[src/rtl/uart_rx_cfg.sv]
// UART receiver with 2-flop synchronizer and a 3-sample mid-bit majority vote.
// It supports 5-9 data bits, optional parity, 1 or 2 stop bits, and a valid/ready holding register.
module uart_rx_cfg #(
  parameter int DATA_BITS    = 8,
  parameter int PARITY       = 0,
  parameter int STOP_BITS    = 1,
  parameter int CLKS_PER_BIT = 16
) (
  input  logic                 rx_clk,
  input  logic                 reset,
  input  logic                 rx,
  output logic [DATA_BITS-1:0] rx_data,
  output logic                 rx_valid,
  input  logic                 rx_ready,
  output logic                 rx_done,
  output logic                 frame_err,
  output logic                 parity_err,
  output logic                 break_det,
  output logic                 overrun,
  output logic                 busy,
  output logic [2:0]           dbg_state
);
  localparam int CNT_W = $clog2(CLKS_PER_BIT);
  localparam int MID   = CLKS_PER_BIT / 2;
  localparam logic [CNT_W-1:0] C_S0   = CNT_W'(MID - 1);
  localparam logic [CNT_W-1:0] C_S1   = CNT_W'(MID);
  localparam logic [CNT_W-1:0] C_VOTE = CNT_W'(MID + 1);
  localparam logic [CNT_W-1:0] C_LAST = CNT_W'(CLKS_PER_BIT - 1);
  localparam logic [3:0]       C_DLAST = 4'(DATA_BITS - 1);
  localparam logic [3:0]       C_SLAST = 4'(STOP_BITS - 1);

  typedef enum logic [2:0] {S_IDLE, S_START, S_DATA, S_PARITY, S_STOP} state_t;

  state_t                r_state;
  logic                  r_sync1, r_sync2, r_rx_d;
  logic [CNT_W-1:0]      r_cnt;
  logic [3:0]            r_idx;
  logic                  r_s0, r_s1;
  logic [DATA_BITS-1:0]  r_shift;
  logic                  r_par, r_stop0, r_fe;
  logic [DATA_BITS-1:0]  r_data;
  logic                  r_valid, r_done, r_fe_out, r_pe_out, r_break, r_overrun;

  logic w_rx, w_vote, w_at_vote, w_par_x, w_pe, w_fe, w_stop0, w_brk;
  logic [CNT_W-1:0] w_cnt_next;

  assign w_rx       = r_sync2;
  assign w_vote     = (r_s0 & r_s1) | (r_s0 & w_rx) | (r_s1 & w_rx);
  assign w_at_vote  = (r_cnt == C_VOTE);
  assign w_cnt_next = (r_cnt == C_LAST) ? '0 : r_cnt + 1'b1;
  assign w_par_x    = ^r_shift ^ r_par;
  assign w_pe       = (PARITY == 0) ? 1'b0 : ((PARITY == 1) ? ~w_par_x : w_par_x);
  assign w_fe       = r_fe | ~w_vote;
  assign w_stop0    = (r_idx == 4'd0) ? w_vote : r_stop0;
  assign w_brk      = (r_shift == '0) && ((PARITY == 0) || !r_par) && !w_stop0;

  // rx_valid holds the word until rx_valid & rx_ready meet at a rising edge;
  // a frame completing in that same cycle reloads the register without overrun.
  always_ff @(posedge rx_clk) begin
    if (reset) begin
      r_state   <= S_IDLE;
      r_sync1   <= 1'b1;
      r_sync2   <= 1'b1;
      r_rx_d    <= 1'b1;
      r_cnt     <= '0;
      r_idx     <= '0;
      r_s0      <= 1'b0;
      r_s1      <= 1'b0;
      r_shift   <= '0;
      r_par     <= 1'b0;
      r_stop0   <= 1'b0;
      r_fe      <= 1'b0;
      r_data    <= '0;
      r_valid   <= 1'b0;
      r_done    <= 1'b0;
      r_fe_out  <= 1'b0;
      r_pe_out  <= 1'b0;
      r_break   <= 1'b0;
      r_overrun <= 1'b0;
    end else begin
      r_sync1 <= rx;
      r_sync2 <= r_sync1;
      r_rx_d  <= r_sync2;
      r_done  <= 1'b0;
      r_break <= 1'b0;
      if (r_valid && rx_ready) begin
        r_valid   <= 1'b0;
        r_overrun <= 1'b0;
      end
      // The counter free-runs at the bit period, so every vote keeps the start-bit phase.
      if (r_state != S_IDLE) begin
        r_cnt <= w_cnt_next;
        if (r_cnt == C_S0) r_s0 <= w_rx;
        if (r_cnt == C_S1) r_s1 <= w_rx;
      end
      case (r_state)
        S_IDLE: begin
          if (!w_rx && r_rx_d) begin
            r_state <= S_START;
            r_cnt   <= '0;
            r_idx   <= '0;
            r_fe    <= 1'b0;
          end
        end
        S_START: begin
          if (w_at_vote) r_state <= w_vote ? S_IDLE : S_DATA;
        end
        S_DATA: begin
          if (w_at_vote) begin
            r_shift <= {w_vote, r_shift[DATA_BITS-1:1]};
            if (r_idx == C_DLAST) begin
              r_idx   <= '0;
              r_state <= (PARITY != 0) ? S_PARITY : S_STOP;
            end else begin
              r_idx <= r_idx + 4'd1;
            end
          end
        end
        S_PARITY: begin
          if (w_at_vote) begin
            r_par   <= w_vote;
            r_state <= S_STOP;
          end
        end
        S_STOP: begin
          if (w_at_vote) begin
            if (r_idx == 4'd0) r_stop0 <= w_vote;
            r_fe <= w_fe;
            if (r_idx == C_SLAST) begin
              r_state <= S_IDLE;
              r_done  <= 1'b1;
              r_break <= w_brk;
              if (!r_valid || rx_ready) begin
                r_data   <= r_shift;
                r_fe_out <= w_fe;
                r_pe_out <= w_pe;
                r_valid  <= 1'b1;
              end else begin
                r_overrun <= 1'b1;
              end
            end else begin
              r_idx <= r_idx + 4'd1;
            end
          end
        end
        default: r_state <= S_IDLE;
      endcase
    end
  end

  assign rx_data    = r_data;
  assign rx_valid   = r_valid;
  assign rx_done    = r_done;
  assign frame_err  = r_fe_out;
  assign parity_err = r_pe_out;
  assign break_det  = r_break;
  assign overrun    = r_overrun;
  assign busy       = (r_state != S_IDLE);
  assign dbg_state  = r_state;
endmodule

[config.mk]
export PLATFORM = sky130hd
export DESIGN_NAME = uart_rx_cfg
export DESIGN_NICKNAME = d
export VERILOG_FILES = /design/src/rtl/uart_rx_cfg.sv
export SDC_FILE = /design/constraint.sdc
export NUM_CORES = 1
export LEC_CHECK = 0
export BUFFER_PORTS_ARGS = -buffer_cell sky130_fd_sc_hd__buf_4
export CAP_MARGIN = 20
export CORE_MARGIN = 2
export CORE_UTILIZATION = 60
export CTS_CLUSTER_DIAMETER = 40
export DETAILED_ROUTE_END_ITERATION = 12
export PLACE_DENSITY = 0.88
export SYNTH_ARGS = -nofsm -noshare
export SYNTH_HDL_FRONTEND = slang
export SYNTH_SLANG_ARGS = --single-unit
[constraint.sdc]
create_clock -name rx_clk -period 2.6 [get_ports rx_clk]
set_input_delay 0.26 -clock rx_clk [delete_from_list [all_inputs] [get_ports rx_clk]]
set_output_delay 0.26 -clock rx_clk [all_outputs]
set_load 0.005 [all_outputs]
==> results.md, run 1 <==
- First-pass GRT wire length: 6220 microns
- Unrepaired setup endpoints after global routing: no
- Die H: 57.6 microns
- Register area share after synthesis: 0.441
- Req. time, crit path: 2.85 ns
- Drt drc: 0
- Design area: 1930 sq um
- CTS tree: done
- Synth Flop Type: dfxtp_1
- Netlist cell types: 42
- Internal power: 0.730 mW
- DRT antenna net count: 0
- HPWL after DPL: 2600 microns
- Yosys reg bits: 38
- Utilization after layout: 0.705
- Synth Area in Compound Gates: 0.134
- # hold bufs at CTS: 0
- Met1 usage: 0.287
- Diode count: 0
- Slew Viols, Final: 0
- Largest net degree at the start of global routing: 39
- CTS Sinks: 38
- Area grow syn2layout: 11.8%
- Dominant cells by area after synthesis: dfxtp_1 44%, a21oi_1 5.8%, mux2i_1 5.8%
- Synth Area in Adders: 0.0421
- Register share of total power: 0.614
- GRT busiest layer: met2
- Total grt overflow: 0
- XOR/XNOR Fraction of Synth Area: 0.00508
- Gate power share: 0.037
- Core area: 2730 sq um
- Worst-margin pin slew: 0.666 ns
- Worst-path clk slew: 0.12 ns
- Std cell rows: 19
- Clock skew: 0.0116 ns
- Dpl ws: 0.406 ns
- Top cell type's share of synthesized area: 0.441
- Area leader, netlist: dfxtp_1
- GR Util All Layers: 0.247
- Die ar.: 3320 sq um
- First drt pass iteration count: 4
- Slowest stage delay, CP: 0.64 ns
- Leak Pwr: 0.783 nW
- PostCTS Resize Cnt: 0
- Routed WL: 3770 microns
- Post-Synthesis Cells: 193
- Crit share post-route: 0.855
- Final hold viol count: 0
- Num ports: 22
- Finish-stage setup viols: 0
- Status: complete, no violations
- Mux contribution to synthesized area: 0.0581
- Netlist Area Pre-Place: 1720 sq um
- Max-slew headroom: 0.554
- Die X: 57.6 microns
- Clk_lat worst skew: 0.36 ns
- YS warnings: 0
- FILL cells: 210
- Share of cells above drive strength 1: 0.175
- Drt via density: 6.14
- Final setup TNS: 0 ns
- Crit end category: flip-flop
- Met2 Use GR: 0.398
- Bufs on Longest Clock Path: 2
- VDD IR max: 0.000428 V
- Most common cell in the netlist: dfxtp_1
- GP Congestion: 0.785
- CP Cell Sequence: inv_1 -> ha_1 -> nor3b_1 -> nand4_1 -> nor3b_1 -> nor3_1
- Initial antenna violation count: 0
- Maxcap violations: 0
- Crit path kind: reg -> reg
- Root Driver: clkbuf_4
- Crit path DAT: 2.47 ns
- Fin crit period: 2.22 ns
- Min-delay worst type: in -> reg
- Vias in the first global route: 1401
- Initial drt markers: 63
- Switching Power: 0.236 mW
- EDFF count, synth: 0
- Initial cell density of the core: 0.631
- Met3 usage: 0.0771
- Max FO, Critical Path: 10
- Synth Area per Inst: 8.93 sq um
- Post-Synth Simple-Gate Area: 0.272
- Post-layout worst setup margin: 0.376 ns
- H-tree depth: 2
- Async S/R FF share, synth: 0
- DP Area: 1860 sq um
- Pwr per Cell Area: 501 nW/um^2
- Leading cell types by count after synthesis: 38 x dfxtp_1, 20 x a21oi_1, 17 x nor2_1, 14 x nand2_1, 14 x nand3_1
- Clock share of power: 0.349
- Slowest CP cell: nand4_1
- Switching Share: 0.244
- Fmax: 450 MHz
- Main combinational cell family by area after synthesis: simple AND/OR/NAND/NOR gates
- Nets: 219
- Most frequent cell on the critical path: nor3b_1
- Post-CTS Setup Bufs: 0
- Syn nets: 202
- Final Power: 0.965 mW
- Via count: 1485
- Inserted Clock Buffers: 5
- Wire per inst: 15.6 microns
- Startpoint types: flip-flop
- Port Buffers: 20
## layer usage
| metal | vias to the layer above | part of all wire |
|---|---|---|
| met5 | - | 0 |
| met4 | 0 | 0.016 |
| met3 | 7 | 0.051 |
| met2 | 47 | 0.49 |
| met1 | 709 | 0.45 |
| li1 | 722 | - |
## cells in the final DEF, fill, tap and decap left out, types with 2 or more instances in the layout
| master | n |
|---|---|
| a21oi_1 | 20 |
| a31oi_1 | 2 |
| and3b_1 | 2 |
| buf_4 | 21 |
| clkbuf_4 | 5 |
| dfxtp_1 | 38 |
| ha_1 | 5 |
| inv_1 | 6 |
| mux2i_1 | 10 |
| nand2_1 | 14 |
| nand2b_1 | 2 |
| nand3_1 | 14 |
| nand3b_1 | 3 |
| nand4_1 | 4 |
| nor2_1 | 17 |
| nor2b_1 | 3 |
| nor3_1 | 4 |
| nor3b_1 | 3 |
| nor3b_4 | 2 |
| nor4_1 | 3 |
| nor4b_1 | 2 |
| o21ai_0 | 7 |
| or2_2 | 3 |
## power groups by stage
| stage | Combinational (mW) | Sequential, mW | Clock (mW) |
|---|---|---|---|
| 6_report | 0.0359 | 0.593 | 0.337 |
| 5_1_grt | 0.0398 | 0.593 | 0.364 |
| 4_1_cts | 0.0356 | 0.592 | 0.338 |
| 3_5_place_dp | 0.0355 | 0.606 | 0 |
| 3_3_place_gp | 0.0338 | 0.605 | 0 |
| 2_1_floorplan | 0.0275 | 0.602 | 0 |
## registers in the layout, indices dropped and copies added, names as in the netlist, 3 cells and up
register,count
r_idx,4
dbg_state,3
rx_data,8
r_cnt,4
r_shift,8
## worst max-delay path, delay by kind of cell (launching register included)
kind                       cells  cell delay, ns
and+or+nand+nor                4            1.54
DFF                            1            0.36
adders and majority gates      1            0.15
buffers and inverters          1            0.08
## cell families after synthesis
group | count (synthesis)
simple gates | 82
compound gates | 38
flops | 38
buf+inv | 17
mux | 10
fa+ha+maj | 6
other cells | 1
xor+xnor | 1
## metrics by stage
stage	cells	hold slack [ns]
3_3_place_gp	234	0.403
6_report	242	0.0812
2_1_floorplan	193	0.358
5_1_grt	242	0.0636
3_5_place_dp	234	0.409
4_1_cts	242	0.0685
## area by class of cell
| class | instances | area (sq um) | share of cell area |
|---|---|---|---|
| Tap cell | 31 | 38.8 | 0.0201 |
| Timing Repair Buffer | 21 | 158 | 0.0818 |
| Sequential cell | 38 | 761 | 0.395 |
| Clock inverter | 2 | 12.5 | 0.00649 |
| Clock buffer | 6 | 51.3 | 0.0266 |
| Inverter | 6 | 22.5 | 0.0117 |
| Multi-Input combinational cell | 138 | 885 | 0.459 |
## final timing paths
check,depth (start not counted),slack (ns),endpoint,from
max,6,0.38,frame_err,r_idx[0]
min reg2reg,1,0.44,r_sync2,r_sync1
max reg2reg,6,0.38,frame_err,r_idx[0]
min,2,0.08,r_sync1,rx
No activity file was read; power rests on OpenSTA's default activity.
==> inputs of run 2 (changes only) <==
Settings changed: CORE_UTILIZATION 60 to 56, PLACE_DENSITY 0.88 to 0.84, SKIP_LAST_GASP set to 1.
Clock period 2.6 ns to 2.5 ns, I/O delays scaled along.
==> run 2 against run 1 <==
Against the previous run:
- total power up 2.8%
- combinational power up 4%
- largest power group unchanged
- clock power about the same
- sequential cell count unchanged
- register-to-register slack better by 0.25 ns
- critical path type is now reg -> out
- largest cell class unchanged
- sequential power up 3.9%
- hold slack worse by 0.0069 ns
- non-clock buffer count up 1
- design area up 0.52%
- clock skew down 0.0060 ns
- die area up 6.6%
- count of clock-buffer cells in the layout unchanged
==> results.md, run 2 (synthesis gave the netlist of run 1 again) <==
- Maxcap violations: 0 (unchanged)
- Finish-stage setup viols: 0 (unchanged)
- Design area: 1940 sq um (was 1930 sq um)
- Unrepaired setup endpoints after global routing: no (unchanged)
- Min-delay worst type: in -> reg (unchanged)
- Flop2flop setup slack: 0.63 ns (was 0.38 ns)
- Bufs on Longest Clock Path: 2 (unchanged)
- Hold Path Origin: rx_ready (was rx)
- Crit share post-route: 0.771
- VDD IR max: 0.000293 V (was 0.000428 V)
- CTS tree: done (unchanged)
- Finished Layout Cells: 245 (was 242)
- Most frequent cells in the layout: 38 x dfxtp_1, 22 x buf_4, 20 x a21oi_1, 17 x nor2_1 (was 38 x dfxtp_1, 21 x buf_4, 20 x a21oi_1, 17 x nor2_1)
- Port Buffers: 20 (unchanged)
- First drt pass iteration count: 4 (unchanged)
- Met3 usage: 0.0524 (was 0.0771)
- Initial cell density of the core: 0.579 (was 0.631)
- Core area: 2980 sq um (was 2730 sq um)
- Crit Reg-Reg Endpoint: frame_err (unchanged)
- Hold_ws: 0.0743 ns (was 0.0812 ns)
- # hold bufs at CTS: 0 (unchanged)
- Final Power: 0.993 mW (was 0.965 mW)
- Worst-margin pin slew: 0.531 ns (was 0.666 ns)
- Worst Hold End: overrun (was r_sync1)
- Req. time, crit path: 2.25 ns (was 2.85 ns)
- Std cell rows: 20 (was 19)
- Max FO, Critical Path: 13 (was 10)
- Slew Viols, Final: 0 (unchanged)
- Utilization after layout: 0.651 (was 0.705)
- Die H: 59.5 microns (was 57.6 microns)
- Vias in the first global route: 1357 (was 1401)
- Inserted Clock Buffers: 5 (unchanged)
- Crit end category: output port (was flip-flop)
- DP Area: 1870 sq um (was 1860 sq um)
- Met2 Use GR: 0.345 (was 0.398)
- PostCTS Resize Cnt: 0 (unchanged)
- Status: complete, no violations (unchanged)
- Worst-path clk slew: 0.11 ns (was 0.12 ns)
- Met1 usage: 0.290 (was 0.287)
- Hold Crit Depth: 2 (unchanged)
- H-tree depth: 2 (unchanged)
- DRT antenna net count: 0 (unchanged)
- Num ports: 22 (unchanged)
- Slowest CP cell: dfxtp_1 (was nand4_1)
- Pwr per Cell Area: 512 nW/um^2 (was 501 nW/um^2)
- Wire per inst: 14.5 microns (was 15.6 microns)
- RR Startpoint: r_cnt[0] (was r_idx[0])
- Die X: 59.5 microns (was 57.6 microns)
- Fmax: 519 MHz
- Post-layout worst setup margin: 0.573 ns (was 0.376 ns)
- Crit path kind: reg -> out (was reg -> reg)
- Placed Cells: 237 (was 234)
- Leak Pwr: 0.787 nW (was 0.783 nW)
- GP Congestion: 0.788 (was 0.785)
- Diode count: 0 (unchanged)
- Startpoint types: flip-flop (unchanged)
- Initial antenna violation count: 0 (unchanged)
- Via count: 1440 (was 1485)
- GRT busiest layer: met2 (unchanged)
- Nets: 220 (was 219)
- Share of cells above drive strength 1: 0.179 (was 0.175)
- Dpl ws: 0.698 ns (was 0.406 ns)
- First-pass GRT wire length: 6020 microns (was 6220 microns)
- CTS Sinks: 38 (unchanged)
- GR Util All Layers: 0.227 (was 0.247)
- Final setup TNS: 0 ns (unchanged)
- Fin crit period: 1.93 ns
- Routed WL: 3540 microns (was 3770 microns)
- R2R cell count: 7 (was 6)
- Slowest stage delay, CP: 0.49 ns (was 0.64 ns)
- Crit path DAT: 1.68 ns (was 2.47 ns)
- Post-CTS Setup Bufs: 0 (unchanged)
- HPWL after DPL: 2520 microns (was 2600 microns)
- Max-slew headroom: 0.646 (was 0.554)
- Total grt overflow: 0 (unchanged)
- Drt drc: 0 (unchanged)
- Largest net degree at the start of global routing: 39 (unchanged)
- Final hold viol count: 0 (unchanged)
- CP Cell Sequence: nor3_2 -> inv_1 -> buf_4 (was inv_1 -> ha_1 -> nor3b_1 -> nand4_1 -> nor3b_1 -> nor3_1)
- Die ar.: 3540 sq um (was 3320 sq um)
- Most common cell after layout, fill and taps aside: dfxtp_1 (unchanged)
- Area grow syn2layout: 12.4% (was 11.8%)
- Clk_lat worst skew: 0.35 ns (was 0.36 ns)
- Initial drt markers: 59 (was 63)
- Drt via density: 5.88 (was 6.14)
- Root Driver: clkbuf_4 (unchanged)
- Clock skew: 0.00558 ns (was 0.0116 ns)
## run 2: cell count changes in the layout (fill, tap and decap cells not counted)
| cell | previous run | this run |
|---|---|---|
| buf_4 | 21 | 22 |
## run 2: layout make-up
class / count / area (sq um)
tap: 33 / 41.3
fill: 250 / 1040
clock inverter: 2 / 12.5
clock buffer: 6 / 51.3
multi-input combinational: 138 / 885
sequential: 38 / 761
inverter: 6 / 22.5
timing repair buffer: 22 / 165
## run 2: worst max-delay path by stage
stage,start,endpoint,slack [ns],depth (start not counted)
finish,dbg_state[1],busy,0.57,3
global route,dbg_state[1],busy,0.42,3
CTS,dbg_state[1],busy,0.57,3
detailed placement,r_cnt[0],frame_err,0.70,7
global placement,r_cnt[0],frame_err,0.76,7
floorplan,r_idx[0],r_idx[3],0.93,6
## run 2: where the power goes
group / leakage, nW / total, mW / internal [mW] / switching (mW)
Combinational: 0.446 / 0.0372 / 0.0142 / 0.0230
Sequential: 0.307 / 0.616 / 0.609 / 0.00701
Clock: 0.0343 / 0.339 / 0.135 / 0.204
Total: 0.787 / 0.993 / 0.758 / 0.234
## run 2: critical path: cells and delay by family (launching register included)
kind	cells	cell delay [ns]
buf+inv	2	0.40
flops	1	0.49
simple gates	1	0.44
## run 2: routing by layer
metal	share of wire	vias to the layer above
met5	0	-
met4	0.023	0
met3	0.047	9
met2	0.48	44
met1	0.45	667
li1	-	720
==> inputs of run 3 (changes only) <==
Clock period 2.5 ns to 1.95 ns, I/O delays scaled along.
==> run 3 against run 2 <==
Against the previous run:
- hold slack got worse by 0.045 ns
- total power rose by 54%
- via count fell by 1.6%
- critical endpoint unchanged
- critical path depth did not move
- combinational power rose by 27%
- design area rose by 3.6%
- sequential power rose by 28%
- largest cell class unchanged
- clock skew rose by 0.00075 ns
- first-iteration DRC count rose by 20%
- setup slack got worse by 0.49 ns
- non-clock buffer count rose by 3
- routed wire length fell by 5.3%
==> results.md, run 3 (synthesis gave the netlist of run 1 again) <==
- Status: complete, no violations (unchanged)
- Req. time, crit path: 1.75 ns (was 2.25 ns)
- Share of cells above drive strength 1: 0.191 (was 0.179)
- Wire per inst: 13.5 microns (was 14.5 microns)
- Clk_lat worst skew: 0.35 ns (about the same)
- CTS tree: done (unchanged)
- Crit share post-route: 0.956
- Crit end category: output port (unchanged)
- Die ar.: 3540 sq um (unchanged)
- Final Power: 1.53 mW (was 0.993 mW)
- Initial cell density of the core: 0.579 (unchanged)
- Design area: 2010 sq um (was 1940 sq um)
- H-tree depth: 2 (unchanged)
- Drt via density: 5.71 (was 5.88)
- Dpl ws: 0.228 ns (was 0.698 ns)
- Vias in the first global route: 1262 (was 1357)
- Min-delay worst type: in -> reg (unchanged)
- Diode count: 0 (unchanged)
- Fin crit period: 1.86 ns
- Maxcap violations: 0 (unchanged)
- Routed WL: 3350 microns (was 3540 microns)
- Final setup TNS: 0 ns (unchanged)
- Std cell rows: 20 (unchanged)
- Worst-path clk slew: 0.11 ns (about the same)
- Hold_ws: 0.0291 ns (was 0.0743 ns)
- Root Driver: clkbuf_4 (unchanged)
- Port Buffers: 20 (unchanged)
- Total grt overflow: 0 (unchanged)
- Bufs on Longest Clock Path: 2 (unchanged)
- GP Congestion: 0.818 (was 0.788)
- CTS Sinks: 38 (unchanged)
- Crit path kind: reg -> out (unchanged)
- Die H: 59.5 microns (unchanged)
- Via count: 1417 (was 1440)
- Unrepaired setup endpoints after global routing: no (unchanged)
- First drt pass iteration count: 4 (unchanged)
- DRT antenna net count: 0 (unchanged)
- Finish-stage setup viols: 0 (unchanged)
- Worst-margin pin slew: 0.525 ns (was 0.531 ns)
- Area grow syn2layout: 16.5% (was 12.4%)
- HPWL after DPL: 2360 microns (was 2520 microns)
- Most frequent cells in the layout: 38 x dfxtp_1, 25 x buf_4, 20 x a21oi_1, 17 x nor2_1 (was 38 x dfxtp_1, 22 x buf_4, 20 x a21oi_1, 17 x nor2_1)
- VDD IR max: 0.000590 V (was 0.000293 V)
- Fmax: 536 MHz
- PostCTS Resize Cnt: 0 (unchanged)
- Largest net degree at the start of global routing: 39 (unchanged)
- Post-layout worst setup margin: 0.0855 ns (was 0.573 ns)
- GR Util All Layers: 0.210 (was 0.227)
- Pwr per Cell Area: 762 nW/um^2 (was 512 nW/um^2)
- Post-CTS Setup Bufs: 0 (unchanged)
- Max-slew headroom: 0.649 (was 0.646)
- Leak Pwr: 0.827 nW (was 0.787 nW)
- Clock skew: 0.00632 ns (was 0.00558 ns)
- Num ports: 22 (unchanged)
- Drt drc: 0 (unchanged)
- Startpoint types: flip-flop (unchanged)
- Nets: 223 (was 220)
- Initial antenna violation count: 0 (unchanged)
- # hold bufs at CTS: 0 (unchanged)
- Core area: 2980 sq um (unchanged)
- Inserted Clock Buffers: 5 (unchanged)
- Final hold viol count: 0 (unchanged)
- Slew Viols, Final: 0 (unchanged)
- Max FO, Critical Path: 13 (unchanged)
- Most common cell after layout, fill and taps aside: dfxtp_1 (unchanged)
- First-pass GRT wire length: 5600 microns (was 6020 microns)
- Initial drt markers: 71 (was 59)
- Crit path DAT: 1.67 ns (was 1.68 ns)
- Die X: 59.5 microns (unchanged)
- DP Area: 1900 sq um (was 1870 sq um)
run 3: cell count changes in the layout (fill, tap and decap cells not counted):
cell	change
bufinv_16	+2
clkinv_2	-1
clkinvlp_4	-1
buf_4	+3
run 3: path summary, 6_finish.rpt:
path              cells after the start  endpoint  slack [ns]    startpoint
setup / recovery                      3      busy        0.09  dbg_state[1]
hold / removal                        2   r_sync1        0.03            rx
setup reg to reg                      6  r_idx[3]        0.18      r_idx[0]
hold reg to reg                       1   r_sync2        0.41       r_sync1
run 3: where the power goes:
| part | total [mW] | switching, mW | internal [mW] |
|---|---|---|---|
| clock network | 0.693 | 0.258 | 0.434 |
| logic | 0.0473 | 0.0291 | 0.0182 |
| registers | 0.790 | 0.00915 | 0.781 |
run 3: metal layers:
metal,vias to the layer above,global-route usage,share of wire
li1,725,-,-
met1,653,0.271,0.47
met2,34,0.330,0.48
met3,5,0.0480,0.041
met4,0,0.104,0.015
met5,-,0,0
run 3: final cells by class:
| class | count | area, sq um |
|---|---|---|
| sequential | 38 | 761 |
| fill | 240 | 970 |
| clock buffer | 6 | 51.3 |
| multi-input combinational | 138 | 885 |
| inverter | 6 | 22.5 |
| timing repair buffer | 25 | 188 |
| clock inverter | 2 | 60.1 |
| tap | 33 | 41.3 |
run 3: metrics by stage:
step | utilization | std cells
2_1_floorplan | - | 193
3_3_place_gp | 0.637 | 240
3_5_place_dp | 0.637 | 240
4_1_cts | 0.674 | 248
5_1_grt | 0.674 | 248
6_report | 0.674 | 248
run 3: worst max-delay path, cell delays in order, from the launching register on:
cell and delay [ns]:
dfxtp_1 0.49, nor3_2 0.43, inv_1 0.22, buf_4 0.19
